--- src/rtl/dcm_reset_sequencer.sv ---
// DCM reset sequencer: pulses the DCM reset, waits for a synchronized lock, then settles.
// After settling it releases the system reset; it retries on lock timeout and latches failure.
module dcm_reset_sequencer #(
  parameter int unsigned RST_PULSE_CYCLES    = 4,
  parameter int unsigned LOCK_TIMEOUT_CYCLES = 50000,
  parameter int unsigned SETTLE_CYCLES       = 1024,
  parameter int unsigned MAX_RETRIES         = 3
) (
  input  logic       SYSTEM_CLOCK,
  input  logic       reset,
  input  logic       dcm_locked,
  input  logic       relock_req,
  output logic       dcm_reset,
  output logic       sys_reset,
  output logic       lock_fail,
  output logic [3:0] retry_count,
  output logic [7:0] lock_loss_count,
  output logic [2:0] state
);

  localparam int unsigned TIMER_W = 16;
  localparam int unsigned RETRY_W = 4;
  localparam int unsigned LOSS_W  = 8;

  localparam logic [TIMER_W-1:0] PULSE_LAST   = TIMER_W'(RST_PULSE_CYCLES - 1);
  localparam logic [TIMER_W-1:0] TIMEOUT_LAST = TIMER_W'(LOCK_TIMEOUT_CYCLES - 1);
  localparam logic [TIMER_W-1:0] SETTLE_LAST  = TIMER_W'(SETTLE_CYCLES - 1);
  localparam logic [RETRY_W-1:0] RETRY_MAX    = RETRY_W'(MAX_RETRIES);
  localparam logic [LOSS_W-1:0]  LOSS_SAT     = '1;

  typedef enum logic [2:0] {
    RESET_DCM = 3'd0,
    WAIT_LOCK = 3'd1,
    SETTLE    = 3'd2,
    RUN       = 3'd3,
    FAIL      = 3'd4
  } state_e;

  state_e               state_q, state_d;
  logic [TIMER_W-1:0]   timer_q, timer_d;
  logic [RETRY_W-1:0]   retry_q, retry_d;
  logic [LOSS_W-1:0]    loss_q, loss_d;
  logic                 fail_q, fail_d;
  logic                 dcm_reset_q, sys_reset_q;
  logic                 lock_meta_q, lock_sync_q;
  logic                 locked_s;
  logic [LOSS_W-1:0]    loss_inc;

  assign locked_s = lock_sync_q;
  assign loss_inc = (loss_q == LOSS_SAT) ? loss_q : loss_q + LOSS_W'(1);

  // Two-flop synchronizer for the asynchronous DCM lock status
  always_ff @(posedge SYSTEM_CLOCK or posedge reset) begin
    if (reset) begin
      lock_meta_q <= 1'b0;
      lock_sync_q <= 1'b0;
    end else begin
      lock_meta_q <= dcm_locked;
      lock_sync_q <= lock_meta_q;
    end
  end

  always_ff @(posedge SYSTEM_CLOCK or posedge reset) begin
    if (reset) begin
      state_q     <= RESET_DCM;
      timer_q     <= '0;
      retry_q     <= '0;
      loss_q      <= '0;
      fail_q      <= 1'b0;
      dcm_reset_q <= 1'b1;
      sys_reset_q <= 1'b1;
    end else begin
      state_q     <= state_d;
      timer_q     <= timer_d;
      retry_q     <= retry_d;
      loss_q      <= loss_d;
      fail_q      <= fail_d;
      dcm_reset_q <= (state_d == RESET_DCM);
      sys_reset_q <= (state_d != RUN);
    end
  end

  // Next state; relock_req overrides every other transition
  always_comb begin
    state_d = state_q;
    timer_d = timer_q + TIMER_W'(1);
    retry_d = retry_q;
    loss_d  = loss_q;
    fail_d  = fail_q;
    if (relock_req) begin
      state_d = RESET_DCM;
      retry_d = '0;
      fail_d  = 1'b0;
      if (state_q == RUN && !locked_s) begin
        loss_d = loss_inc;
      end
    end else begin
      unique case (state_q)
        RESET_DCM: begin
          if (timer_q == PULSE_LAST) begin
            state_d = WAIT_LOCK;
          end
        end
        WAIT_LOCK: begin
          if (locked_s) begin
            state_d = SETTLE;
          end else if (timer_q == TIMEOUT_LAST) begin
            if (retry_q < RETRY_MAX) begin
              retry_d = retry_q + RETRY_W'(1);
              state_d = RESET_DCM;
            end else begin
              state_d = FAIL;
              fail_d  = 1'b1;
            end
          end
        end
        SETTLE: begin
          if (!locked_s) begin
            state_d = WAIT_LOCK;
          end else if (timer_q == SETTLE_LAST) begin
            state_d = RUN;
            retry_d = '0;
          end
        end
        RUN: begin
          if (!locked_s) begin
            state_d = RESET_DCM;
            loss_d  = loss_inc;
          end
        end
        FAIL: begin
          state_d = FAIL;
        end
        default: begin
          state_d = RESET_DCM;
        end
      endcase
    end
    // Timer restarts on any transition and idles at zero where it is unused
    if (relock_req || state_d != state_q || state_d == RUN || state_d == FAIL) begin
      timer_d = '0;
    end
  end

  assign dcm_reset       = dcm_reset_q;
  assign sys_reset       = sys_reset_q;
  assign lock_fail       = fail_q;
  assign retry_count     = retry_q;
  assign lock_loss_count = loss_q;
  assign state           = state_q;

endmodule

--- config.mk ---
export PLATFORM = sky130hd
export DESIGN_NAME = dcm_reset_sequencer
export DESIGN_NICKNAME = d
export VERILOG_FILES = /design/src/rtl/dcm_reset_sequencer.sv
export SDC_FILE = /design/constraint.sdc
export NUM_CORES = 1
export LEC_CHECK = 0
export BUFFER_PORTS_ARGS = -buffer_cell sky130_fd_sc_hd__buf_2
export CAP_MARGIN = 15
export CORE_ASPECT_RATIO = 1.4
export CORE_MARGIN = 3
export CORE_UTILIZATION = 50
export CTS_BUF_LIST = sky130_fd_sc_hd__clkbuf_4 sky130_fd_sc_hd__clkbuf_8
export CTS_CLUSTER_DIAMETER = 100
export DETAILED_ROUTE_END_ITERATION = 10
export GPL_TIMING_DRIVEN = 1
export PLACE_DENSITY = 0.8
export SETUP_SLACK_MARGIN = 0.5
export SYNTH_ARGS = -nofsm -noshare
export SYNTH_HDL_FRONTEND = slang
export SYNTH_SLANG_ARGS = --single-unit
export TNS_END_PERCENT = 1
--- constraint.sdc ---
create_clock -name SYSTEM_CLOCK -period 2.8 [get_ports SYSTEM_CLOCK]
set_input_delay 0.28 -clock SYSTEM_CLOCK [delete_from_list [all_inputs] [get_ports SYSTEM_CLOCK]]
set_output_delay 0.28 -clock SYSTEM_CLOCK [all_outputs]
set_load 0.1 [all_outputs]
* Word-level counts from Yosys, hierarchy flattened
Index checks and enable logic that the tools add are counted.
Operators by class: reduce and logical (&&, ||, !) cells 14, equality and inequality tests 20, add/subtract/negate cells 3, multiplexer cells 27, order comparisons 1
Operator list (number):
- $mux 8 | 5
- $mux 3 | 8
- $mux 4 | 6
- $add 16x1->16 const B | 1
- $eq 16x10->1 const B | 1
- $eq 16x16->1 const B | 1
- $eq 16x2->1 const B | 1
- $mux 16 | 1
- $ne 3x3->1 const B | 5
- $pmux 3 s5 | 1
- $eq 3x2->1 const B | 3
- $add 8x1->8 const B | 1
- $eq 8x8->1 const B | 1
- $pmux 4 s2 | 1
- $eq 3x3->1 const B | 2
- $logic_not 3->1 | 2
- $reduce_and 6->1 | 1
- $reduce_bool 2->1 | 3
- $mux 1 | 5
- $add 4x1->4 const B | 1
- $lt 4x2->1 const B | 1
- $ne 2x2->1 const B | 2
- $reduce_and 4->1 | 1
- $eq 3x1->1 const B | 1
- other kinds (8) | 10
Storage, ports and cells: logic and storage cells 74, register bits 36, output and inout bits 18

* Logic depth before layout (Yosys ltp)
depth after elaboration 11, gate-level depth with buffers 7, gate-level depth less buffers 7

* Least setup slack after synthesis
OpenSTA, ideal clock, no wires.
kind register -> register, start reg state_q[2] (netlist: state[2]), end reg timer_q[14], arrival time 2.621 ns, buffers on the path 2, setup time 0.147 ns, stages on the path, launching flop included 8, data required time 2.653 ns, period minus slack after synthesis 2.768 ns, path slack 0.032 ns, cell sequence dfrtp_1 clkbuf_1 or4b_1 nor4_1 a21oi_1 o21ai_1 buf_2 a211oi_1
Between the ends: word-level cells in the longest chain between the ends 9, elaborated cells on any way between the ends 20, those cells by class 7 x eq/ne; 9 x mux; 4 x reduce/logical
Ends and longest elaborated chain:
- start: declaration | line 39 | state_e state_q, state_d;
- start signal: assignment | line 73 | state_q <= state_d;
- $mux 3 (on tied branches) | line 120, 107
- $mux 3 (on tied branches) | line 118, 105
- $pmux 3 s5 | line 98 | unique case (state_q)
- $mux 3 | line 90 | if (relock_req) begin
- $ne 3x3->1 | line 140 | if (relock_req || state_d != state_q || state_d == RUN || state_d == FAIL) begin
- $logic_or 1x1->1 (2 in a row) | line 140
- $logic_or 1x1->1 (*) | line 140
- $mux 16 (*) | line 140
- named net timer_d[14] | line 40 | logic [TIMER_W-1:0] timer_q, timer_d;
- end signal: assignment | line 74 | timer_q <= timer_d;
- end: declaration | line 40
Mark *: on every way through the listed nets, which the timed path passes. The rest lies on a longest branch. A chain may end at the register's enable or synchronous reset.

* Worst setup path in the final report
start reg timer_q[0], end reg timer_q[8]
Between the ends: word-level cells in the longest chain between the ends 10, elaborated cells on any way between the ends 18, those cells by class 1 x add/sub; 6 x eq/ne; 8 x mux; 3 x reduce/logical
Ends and longest elaborated chain (line):
- $eq 16x10->1 or $eq 16x16->1 (tied branches) | 120, 107
- $mux 3 (on tied branches) | 120, 107
- $mux 3 (on tied branches) | 118, 105
- $pmux 3 s5 | 98
- $mux 3 | 90
- $ne 3x3->1 | 140
- $logic_or 1x1->1 (3 in a row) | 140
- $mux 16 (*) | 140
- named net timer_d[8] | 40
Marks and branches as above.

==> key figures <==
Floorplanning
  • Core area: 3680 um^2
  • Die height: 79.3 um
  • Row cnt: 26
  • # IOs: 22
  • Die width: around 60 um
  • Initial Util: 52.2%
  • Die Area: 4630 um^2

Global route
  • Initial antenna violation count: 0
  • Largest net degree at the start of global routing: 26
  • GRT Residual Overflow: 0
  • First-pass GRT wire length: approximately 6.9 mm
  • Vias in the first global route: 1508
  • GRT Total Usage: about a fifth

Place
  • Placed Cells incl. Taps: ~250
  • DP Area: 2100 um^2
  • IO Port Bufs: 21
  • Dpl hpwl: approximately 2.9 mm
  • GPL Wtd Cong: 0.882
  • Pre-CTS setup slack: 0.477 ns

STA
  • Final setup vio count: 0
  • Final cycle utilization of the critical path: 82.5%
  • Measured slew at the worst slew-check pin: 0.918 ns
  • Final Max Slew Viols: 0
  • Max transition margin: 38.7%
  • Tmin final: 2.31 ns
  • Max Freq: 433 MHz
  • Worst Skew: roughly 0.0083 ns
  • Hold Worst Slack: 0.103 ns
  • Final setup TNS: 0 ns
  • Final hold viol count: 0
  • Setup WS post-layout: 0.490 ns
  • RSZ-0062 raised after global routing: yes

Clocking
  • CTS root buffer: clkbuf_8
  • TritonCTS clock tree: yes
  • H-tree depth: 2
  • Reg clk slew, reported paths: 0.07 ns
  • Total CTS buffers: 5
  • CTS Sinks: 36
  • Clk buf depth: 2
  • Worst-Skew Late Latency: 0.29 ns

Power
  • Leakage power: between 1 and 1.5 nW
  • Tot Pwr: 1.10 mW
  • Worst ir drop on vdd: 0.382 mV
  • Pwr dens: 487 nW/um^2

Worst setup path
  • Worst EP arrival: 2.50 ns
  • R2r endpoint: timer_q[8]
  • Worst R2R Start: timer_q[0]
  • Crit-path cells: ha_4 > or4b_2 > nor4_2 > and3_1 > o41ai_4 > buf_4 > buf_4 > a211oi_1
  • Element type at the critical path start: flip-flop
  • WP data required: 2.99 ns
  • Most used cell, CP: buf_4
  • CP Max Fanout: 5
  • Critical path's slowest cell: or4b_2
  • Critical path type: reg -> reg
  • R2R setup slack: 0.49 ns
  • CP Capture Type: flip-flop
  • FF-to-FF path depth: 8
  • Largest stage delay, worst path: 0.62 ns

Routing
  • DRC Markers: 0
  • Via count: 1576
  • Mean routed wirelength per cell: 16.0 um
  • 1st-iter DRT viols: 87
  • Post-route ant nets: 0
  • Drt total wl: 4.14 mm
  • First-pass DRT Iterations: 4
  • Via density: 6.11

Layout
  • Fin cells: 258
  • Final instance area: 2250 um^2
  • NumNets Final: 222
  • Layout cells sized above 1: just under 30%
  • N_diodes: 0
  • Most frequent cells in the layout: dfrtp_1, buf_2, nor2_1
  • Layout Utilization: 61.3%
  • Area grow syn2layout: 17.4%
  • Commonest non-fill, non-tap cell in the layout: dfrtp_1

Yosys
  • Cell Area, Synth: 1920 um^2
  • EDFF count, synth: 0
  • Yosys warns: 0
  • Syn Area/Cell: 10.3 um^2
  • Yosys top cell by area: dfrtp_1
  • Synth async-reset ratio: 100%
  • Fraction of the yosys area taken by sequential cells: between 40% and 50%
  • Synth top area cells: dfrtp_1, xnor2_1, xor2_1
  • Cell variety after synth: 44
  • Ys flop type: dfrtp_1
  • Post-synth top area share: roughly 44%
  • FF+latch count, synth: 36
  • Synth Instances: 186
  • Post-Syn Nets: 193

Worst hold path
  • Worst Hold Path Cells: 1
  • Hold crit path type: in -> reg
  • Min-Delay Endpoint: lock_meta_q
  • Hold path start: dcm_locked

Outcome
  • Outcome: finished, final reports clean

Job
  • Maxcap violations: 0
## worst max-delay path, delay by kind of cell, from the launching register on
family	cells	cell delay, ns
simple gates	3	0.99
flops	1	0.40
buf+inv	2	0.34
compound gates	2	0.30
fa+ha+maj	1	0.18
## area by class of cell
class	count	area (um^2)
Tap cell	42	52.6
Timing Repair Buffer	28	158
Inverter	8	32.5
Sequential cell	36	913
Multi-Input combinational cell	136	1000
Fill cell	315	1420
Clock inverter	2	10.0
Clock buffer	6	82.6
## worst max-delay path by stage
stage	from	end	slack [ns]	cells after the start
2_1_floorplan	state[2]	timer_q[14]	0.51	7
3_3_place_gp	timer_q[10]	timer_q[8]	0.52	6
3_5_place_dp	timer_q[10]	timer_q[8]	0.48	6
4_1_cts	timer_q[10]	timer_q[9]	0.50	6
5_1_grt	timer_q[0]	timer_q[6]	0.39	8
6_report	timer_q[0]	timer_q[8]	0.49	8
## registers in the layout, summed over array words and instances, names as in the netlist
signal and cells:
state 3, dcm_reset 1, retry_count 4, lock_loss_count 8, lock_fail 1, timer_q 16
sys_reset 1, lock_meta_q 1, lock_sync_q 1
## metal layers
metal / part of all wire [%] / track usage (%)
met4: 2.1 / 6.73
met5: 0 / 0
met3: 4.4 / 4.07
met2: 52 / 33.0
met1: 41 / 23.3
## repair_timing
item                                    in CTS  in global routing
setup buffers                                1                  2
endpoints found under the setup margin       8                 16
hold buffers                                 0                  0
gates resized for setup                      1                  6
pin swaps                                    2                  3
gates cloned                                 0                  0
## Yosys cell counts, types with 6 or more instances
cell and number:
a211oi_1 7, a21oi_1 7, dfrtp_1 34, inv_1 7, nand2_1 7, nand3_1 12, nand4_1 6, nor2_1 16
nor3_1 6, nor4_1 6, xnor2_1 11, xor2_1 10
## power breakdown
part	total [mW]	switching, mW	internal, mW
clock network	0.374	0.178	0.196
logic	0.162	0.105	0.0570
registers	0.560	0.0236	0.537
## kinds of logic after synthesis
family                   count (synthesis)  synth area share [%]
AO/OA/AOI/OAI                           31                  12.3
buffers and inverters                   14                  3.33
multiplexers                             3                  1.63
AND/OR/NAND/NOR                         78                  24.1
XOR/XNOR                                21                  9.59
adder cells (fa/ha/maj)                  3                  1.96
flip-flops                              36                  47.1
(Power assumes the default switching activity.)
